<file path="config.mk">
export PLATFORM = sky130hd
export DESIGN_NAME = cache_stream_loader
export DESIGN_NICKNAME = d
export VERILOG_FILES = /design/src/rtl/cache_stream_loader.sv
export SDC_FILE = /design/constraint.sdc
export NUM_CORES = 1
export LEC_CHECK = 0
export CAP_MARGIN = 20
export CORE_ASPECT_RATIO = 0.9
export CORE_MARGIN = 10
export CORE_UTILIZATION = 45
export DETAILED_ROUTE_END_ITERATION = 16
export HOLD_SLACK_MARGIN = 0.06
export PLACE_DENSITY = 0.74
export SYNTH_ARGS = -nofsm -noshare
export SYNTH_HDL_FRONTEND = slang
export SYNTH_SLANG_ARGS = --single-unit
</file>
<file path="constraint.sdc">
create_clock -name clk_in -period 2.14 [get_ports clk_in]
set_clock_uncertainty 0.2 [all_clocks]
set_input_delay 0.321 -clock clk_in [delete_from_list [all_inputs] [get_ports clk_in]]
set_output_delay 0.321 -clock clk_in [all_outputs]
set_load 0.03 [all_outputs]
</file>
<file path="src/rtl/cache_stream_loader.sv">
// Parses the UART byte stream into voxel cache writes: a header selects a full-volume load
// or a one-block shift followed by the newly exposed edge slice.
module cache_stream_loader #(
  parameter int LENGTH = 64,
  parameter int WIDTH  = 64,
  parameter int HEIGHT = 64
) (
  input  logic                      clk_in,
  input  logic                      rst_in,
  input  logic [7:0]                uart_data_in,
  input  logic                      uart_valid_in,
  input  logic                      abort_in,
  output logic [$clog2(LENGTH)-1:0] xwrite,
  output logic [$clog2(HEIGHT)-1:0] ywrite,
  output logic [$clog2(WIDTH)-1:0]  zwrite,
  output logic [4:0]                data_out,
  output logic                      write_enable,
  output logic [3:0]                control_input,
  output logic                      control_trigger,
  output logic                      busy_out,
  output logic                      done_out,
  output logic                      error_out
);

  localparam int XW = $clog2(LENGTH);
  localparam int YW = $clog2(HEIGHT);
  localparam int ZW = $clog2(WIDTH);
  localparam logic [XW-1:0] X_MAX = XW'(LENGTH - 1);
  localparam logic [YW-1:0] Y_MAX = YW'(HEIGHT - 1);
  localparam logic [ZW-1:0] Z_MAX = ZW'(WIDTH - 1);
  localparam logic [3:0] OP_FULL  = 4'd1;
  localparam logic [3:0] OP_SHIFT = 4'd2;

  typedef enum logic [1:0] {
    IDLE         = 2'd0,
    STREAM_FULL  = 2'd1,
    STREAM_SLICE = 2'd2
  } state_t;

  state_t        state;
  logic [XW-1:0] cx;
  logic [YW-1:0] cy;
  logic [ZW-1:0] cz;
  logic          fix_x;
  logic          fix_z;

  logic [3:0] op;
  logic [3:0] dir;
  logic       dir_onehot;
  logic       x_last;
  logic       y_last;
  logic       z_last;
  logic       pkt_last;

  assign op  = uart_data_in[7:4];
  assign dir = uart_data_in[3:0];
  assign dir_onehot = (dir == 4'b0001) || (dir == 4'b0010) ||
                      (dir == 4'b0100) || (dir == 4'b1000);

  // A held axis counts as permanently at its last value so the carry ripples past it.
  assign z_last   = fix_z || (cz == Z_MAX);
  assign y_last   = (cy == Y_MAX);
  assign x_last   = fix_x || (cx == X_MAX);
  assign pkt_last = z_last && y_last && x_last;

  always_ff @(posedge clk_in or posedge rst_in) begin
    if (rst_in) begin
      state           <= IDLE;
      cx              <= '0;
      cy              <= '0;
      cz              <= '0;
      fix_x           <= 1'b0;
      fix_z           <= 1'b0;
      xwrite          <= '0;
      ywrite          <= '0;
      zwrite          <= '0;
      data_out        <= '0;
      write_enable    <= 1'b0;
      control_input   <= '0;
      control_trigger <= 1'b0;
      busy_out        <= 1'b0;
      done_out        <= 1'b0;
      error_out       <= 1'b0;
    end else begin
      write_enable    <= 1'b0;
      control_trigger <= 1'b0;
      done_out        <= 1'b0;
      error_out       <= 1'b0;
      if (abort_in) begin
        state    <= IDLE;
        cx       <= '0;
        cy       <= '0;
        cz       <= '0;
        fix_x    <= 1'b0;
        fix_z    <= 1'b0;
        busy_out <= 1'b0;
      end else if (uart_valid_in) begin
        case (state)
          IDLE: begin
            if (op == OP_FULL) begin
              state    <= STREAM_FULL;
              cx       <= '0;
              cy       <= '0;
              cz       <= '0;
              fix_x    <= 1'b0;
              fix_z    <= 1'b0;
              busy_out <= 1'b1;
            end else if (op == OP_SHIFT && dir_onehot) begin
              // The slice being streamed is the face the player just moved toward.
              state           <= STREAM_SLICE;
              control_trigger <= 1'b1;
              control_input   <= dir;
              fix_x           <= dir[0] | dir[1];
              fix_z           <= dir[2] | dir[3];
              cx              <= dir[0] ? X_MAX : '0;
              cy              <= '0;
              cz              <= dir[2] ? Z_MAX : '0;
              busy_out        <= 1'b1;
            end else begin
              error_out <= 1'b1;
            end
          end
          STREAM_FULL, STREAM_SLICE: begin
            write_enable <= 1'b1;
            data_out     <= uart_data_in[4:0];
            xwrite       <= cx;
            ywrite       <= cy;
            zwrite       <= cz;
            if (pkt_last) begin
              done_out <= 1'b1;
              state    <= IDLE;
              busy_out <= 1'b0;
              cx       <= '0;
              cy       <= '0;
              cz       <= '0;
              fix_x    <= 1'b0;
              fix_z    <= 1'b0;
            end else begin
              if (!fix_z) cz <= z_last ? '0 : cz + ZW'(1);
              if (z_last) cy <= y_last ? '0 : cy + YW'(1);
              if (z_last && y_last && !fix_x) cx <= x_last ? '0 : cx + XW'(1);
            end
          end
          default: begin
            state    <= IDLE;
            busy_out <= 1'b0;
          end
        endcase
      end
    end
  end

endmodule

</file>
## Word level (Yosys, flattened, before mapping)

Index checks and enable logic that the tools add are counted.
Widths: inputs -> output; s select.

| word-level totals | value |
|---|---|
| output and inout port bits | 32 |
| input port bits | 12 |
| register bits | 54 |
| word-level logic and storage cells | 125 |

| operators by class | value |
|---|---|
| equal/unequal tests | 16 |
| reductions and logical operators | 21 |
| bitwise gates (word level) | 4 |
| add/sub/neg operators | 3 |
| muxes and demuxes | 65 |

Operators by type and width:

| kind | count |
|---|---|
| $mux 6 | 23 |
| $pmux 6 s2 | 3 |
| $mux 1 | 30 |
| $add 6x1->6 const B | 3 |
| $eq 6x6->1 const B | 3 |
| $ne 4x4->1 const B | 4 |
| $reduce_and 4->1 | 4 |
| $mux 2 | 5 |
| $eq 4x1->1 const B | 2 |
| $eq 4x2->1 const B | 2 |
| $pmux 1 s2 | 3 |
| $reduce_and 3->1 | 2 |
| $logic_or 1x1->1 | 5 |
| $reduce_and 5->1 | 1 |
| $eq 4x3->1 const B | 1 |
| $eq 4x4->1 const B | 1 |
| $logic_and 1x1->1 | 4 |
| $pmux 2 s2 | 1 |
| $ne 3x3->1 const B | 1 |
| $reduce_bool 3->1 | 1 |
| $eq 2x1->1 const B | 1 |
| $eq 2x2->1 const B | 1 |
| $logic_not 2->1 | 1 |
| $not 1->1 | 2 |
| other kinds (4) | 5 |

## Logic depth before layout (Yosys ltp)

| logic depth | value |
|---|---|
| depth after elaboration | 10 |
| mapped depth | 8 |
| gate-level depth less buffers | 7 |

## Worst setup path before layout

Ideal clock, no wire load.

| timing | value |
|---|---|
| path kind | register -> register |
| start point | reg state[0] |
| end point | reg data_out[0] |
| path buffers | 2 |
| cell stages (with the launch flop) | 8 |
| required time | 1.815 ns |
| arrival time | 1.793 ns |
| path slack | 0.023 ns |
| path through | dfrtp_1 -> inv_1 -> ha_1 -> nor2b_1 -> buf_2 -> nand2_1 -> buf_2 -> mux2_2 |

| between the ends | value |
|---|---|
| longest elaborated chain between the ends | 3 |
| elaborated cells on any way between the ends | 4 |
| those cells by class | eq/ne: 2; reduce/logical: 2 |

Ends and longest elaborated chain:

| what | line | RTL |
|---|---|---|
| start: declaration | 40 | `state_t state;` |
| start signal: assignment | 68 | `state <= IDLE;` |
| start signal: assignment | 90 | `state <= IDLE;` |
| start signal: assignment | 101 | `state <= STREAM_FULL;` |
| $eq 2x1->1 / $eq 2x2->1 (equally long branches) | 98 | `case (state)` |
| $reduce_or 2->1 * | 98 |  |
| $reduce_and 3->1 (no line) * | n/a |  |
| end signal: assignment | 125 | `data_out <= uart_data_in[4:0];` |
| end: declaration | 16 | `output logic [4:0] data_out,` |

Every way passes the cells marked *; elsewhere a longest branch is shown, timed or not.
A chain may end at the register's enable or synchronous reset.

## Worst setup path after layout

| timing | value |
|---|---|
| start point | reg cy[0] |
| end point | reg state[1] |

| between the ends | value |
|---|---|
| longest elaborated chain between the ends | 5 |

Ends and longest elaborated chain:

| what | line | RTL |
|---|---|---|
| start: declaration | 42 | `logic [YW-1:0] cy;` |
| start signal: assignment | 140 | `if (z_last) cy <= y_last ? '0 : cy + YW'(1);` |
| $eq 6x6->1 | 62 | `assign y_last = (cy == Y_MAX);` |
| $logic_and 1x1->1 (2 in a row) | 64 | `assign pkt_last = z_last && y_last && x_last;` |
| $ne 3x3->1 (no line) | n/a |  |
| $reduce_and 3->1 (no line) | n/a |  |

Every way passes these cells.

==> flow_metrics.py <==
metrics = {
    "synthesis": {
        "yosysMostFrequentCell": "dfrtp_1",
        "yosysWarnings": 0,
        "synth_flop_cell": "dfrtp_1",
        "synth-async-reset-ratio_pct": 100,
        "yosysTopAreaCell": "dfrtp_1",
        "synth_nets": 240,
        "synth_top_area_share_pct": 49.7,
        "netlist_area_um2": 2720,
        "synth-edff-count": 0,
        "synth.avg_cell_area_um2": 12.1,
        "synth_common_cells": "dfrtp_1, mux2_2, nand2_1",
        "synth_cells": 224,
        "ys_seq_area_share_pct": 49.7,
        "synth.distinct_cells": 50,
        "ys_ff_latch": 54,
        "synth_area_leaders": "dfrtp_1, mux2_2, nand2_1",
    },
    "cts": {
        "clock-sinks": 54,
        "clk_latency_ns": 0.31,
        "htree_levels": 2,
        "cts_buffers": 5,
        "cts_buffer_depth": 2,
        "cts_root_buf": "clkbuf_8",
        "clk_pin_slew_ns": 0.09,
        "cts_tree": "done",
    },
    "sta": {
        "setup_viol": 0,
        "rsz0062_at_grt": "true",
        "finalCriticalPeriod_ns": 2.10,
        "fin_hold_ws_ns": 0.0905,
        "timing.fmax_mhz": 477,
        "worst_pin_slew_ns": 0.362,
        "period_share_pct": 98.0,
        "final.setup.worst_slack_ns": 0.0425,
        "hold_viol_final": 0,
        "maxSlewViolCount": 0,
        "finalSetupTns_ns": 0,
        "maxSlewHeadroom_pct": 75.9,
    },
    "placement": {
        "dp_cells": 371,
        "dp_slack_ns": -0.337,
        "gp_congestion": 0.818,
        "dp_hpwl_um": 4620,
        "port_buffers": 43,
    },
    "floorplan": {
        "core-area_um2": 5760,
        "rows": 26,
        "initial_core_util_pct": 47.3,
        "die-area_um2": 9560,
        "die_x_um": 102,
        "io_pins": 44,
        "die_y_um": 93.8,
    },
    "global_route": {
        "grt-ovfl-total": 0,
        "grt_pass1_wl_um": 10200,
        "grt_pass1_vias": 2136,
        "grt_usage_pct": 13.1,
        "grt_max_degree": 30,
        "grt_antenna_before_repair": 0,
    },
    "drt": {
        "wl_per_cell_um": 16.0,
        "drc": 0,
        "drt_iter0_drc": 92,
        "postRouteAntennaNets": 0,
        "num_vias": 2021,
        "totalWireLength_um": 6150,
        "first_pass_iters": 4,
        "via_per_inst": 5.26,
    },
    "status": {
        "status": "complete, no violations",
    },
    "worst_setup_path": {
        "cp_max_fo": 4,
        "slowest_stage": "o31ai_4",
        "cpLargestDelayFamily": "compound AO/OA/AOI/OAI gates",
        "critPathKind": "reg -> reg",
        "crit_path_max_incr_delay_ns": 0.44,
        "path_cells": "ha_1 > and2_4 > nand4_1 > o31ai_4 > o211ai_4 > mux2_4",
        "startpoint_type": "flop",
        "r2r_start": "cy[0]$_DFFE_PP0P_",
        "cp_data_required_time_ns": 2.14,
        "worst-path-buf-inv": 0,
        "startpoint": "cy[0]$_DFFE_PP0P_",
        "cp-end-kind": "flop",
        "worstPathArrival_ns": 2.10,
    },
    "layout": {
        "final.fill_count": 428,
        "final_cells": 384,
        "area_growth_pct": 38.3,
        "diodes": 0,
        "final_nets": 329,
        "layout-drive-gt1-share_pct": 36.9,
    },
    "power": {
        "p_per_area_nw_per_um2": 1230,
        "ir_worst_vdd_mv": 0.741,
        "leakagePower_uw": 0.00175,
    },
    "min_path": {
        "hp-class": "in -> async",
    },
    "job": {
        "maxCapViolCount": 0,
    },
}
[stage by stage]
step           total power, µW  instance area [µm²]  utilization, %
2_1_floorplan             2890                 2720               -
6_report                  4640                 3760            65.4
3_5_place_dp              3770                 3520            61.2
3_3_place_gp              3710                 3520            61.2
5_1_grt                   4930                 3760            65.4
4_1_cts                   4610                 3670            63.8
[flip-flops by register name (all words and copies together) (netlist names), 4 cells and up]
| name | cells |
|---|---|
| cx | 6 |
| cy | 6 |
| cz | 6 |
| xwrite | 6 |
| ywrite | 6 |
| zwrite | 6 |
| data_out | 5 |
| control_input | 4 |
[final timing paths]
kind,to,slack [ns],cells past startpoint
worst min register to register,ywrite[5]$_DFFE_PP0P_,0.29,2
max in group asynchronous,ywrite[3]$_DFFE_PP0P_,1.18,3
worst max-delay path,state[1]$_DFFE_PP0P_,0.04,6
min in group clk_in,ywrite[5]$_DFFE_PP0P_,0.29,2
worst max register to register,state[1]$_DFFE_PP0P_,0.04,6
worst min-delay path,xwrite[2]$_DFFE_PP0P_,0.09,2
[placed cells by master (no fill, tap or decap), types with 3 or more instances in the layout]
cell type and n:
nand2b_1 4, clkbuf_8 6, nor2_1 12, mux2_2 36
xnor2_1 6, xor2_1 4, buf_4 46, nand3_1 5
dlymetal6s2s_1 3, nand4_1 4, mux2_4 3, o2bb2ai_1 4
and3_1 3, o211ai_1 3, a21oi_1 6, o21a_1 6
clkdlybuf4s50_1 40, nand2_1 15, dfrtp_1 54, o21ai_0 4
inv_1 7
[kinds of logic (layout without fill, tap and decap cells)]
family / Yosys count / in the layout / share of synthesized area, %
muxes: 40 / 40 / 16.9
DFF: 54 / 54 / 49.7
xor gates and xnor gates: 10 / 10 / 3.22
AOI/OAI and AO/OA: 39 / 39 / 12.6
buffers and inverters: 16 / 106 / 2.67
adders and majority gates: 4 / 4 / 1.84
and+or+nand+nor: 61 / 61 / 13.1
[routing by layer]
metal | vias up | share of wire [%] | global-route usage, %
met3 | 8 | 4.4 | 3.46
met4 | 0 | 0.99 | 3.76
met5 | - | 0 | 0
met2 | 28 | 51 | 22.3
li1 | 988 | - | -
met1 | 997 | 44 | 15.8
[repair_timing]
item	CTS	global route
hold buffers	0	0
resized for setup	1	11
hold endpoints to repair	0	0
gates cloned	0	0
pin swaps	1	10
buffers inserted	0	5
setup endpoints to repair	8	26
[cell type report]
cell class              count  area, µm²  area share [%]
multi-input cells         154       1350            35.8
repair buffers             90        803            21.3
inverters                   8       30.0           0.798
well taps                  70       87.6            2.33
clock inverters             2       60.1            1.60
flip-flops and latches     54       1350            35.9
clock buffers               6       82.6            2.19
[power by group]
group / switching, µW / internal (µW)
registers: 240 / 1330
logic: 1110 / 1140
clock network: 328 / 499
total: 1670 / 2970
Note: power is estimated with default switching activity, not from simulation.
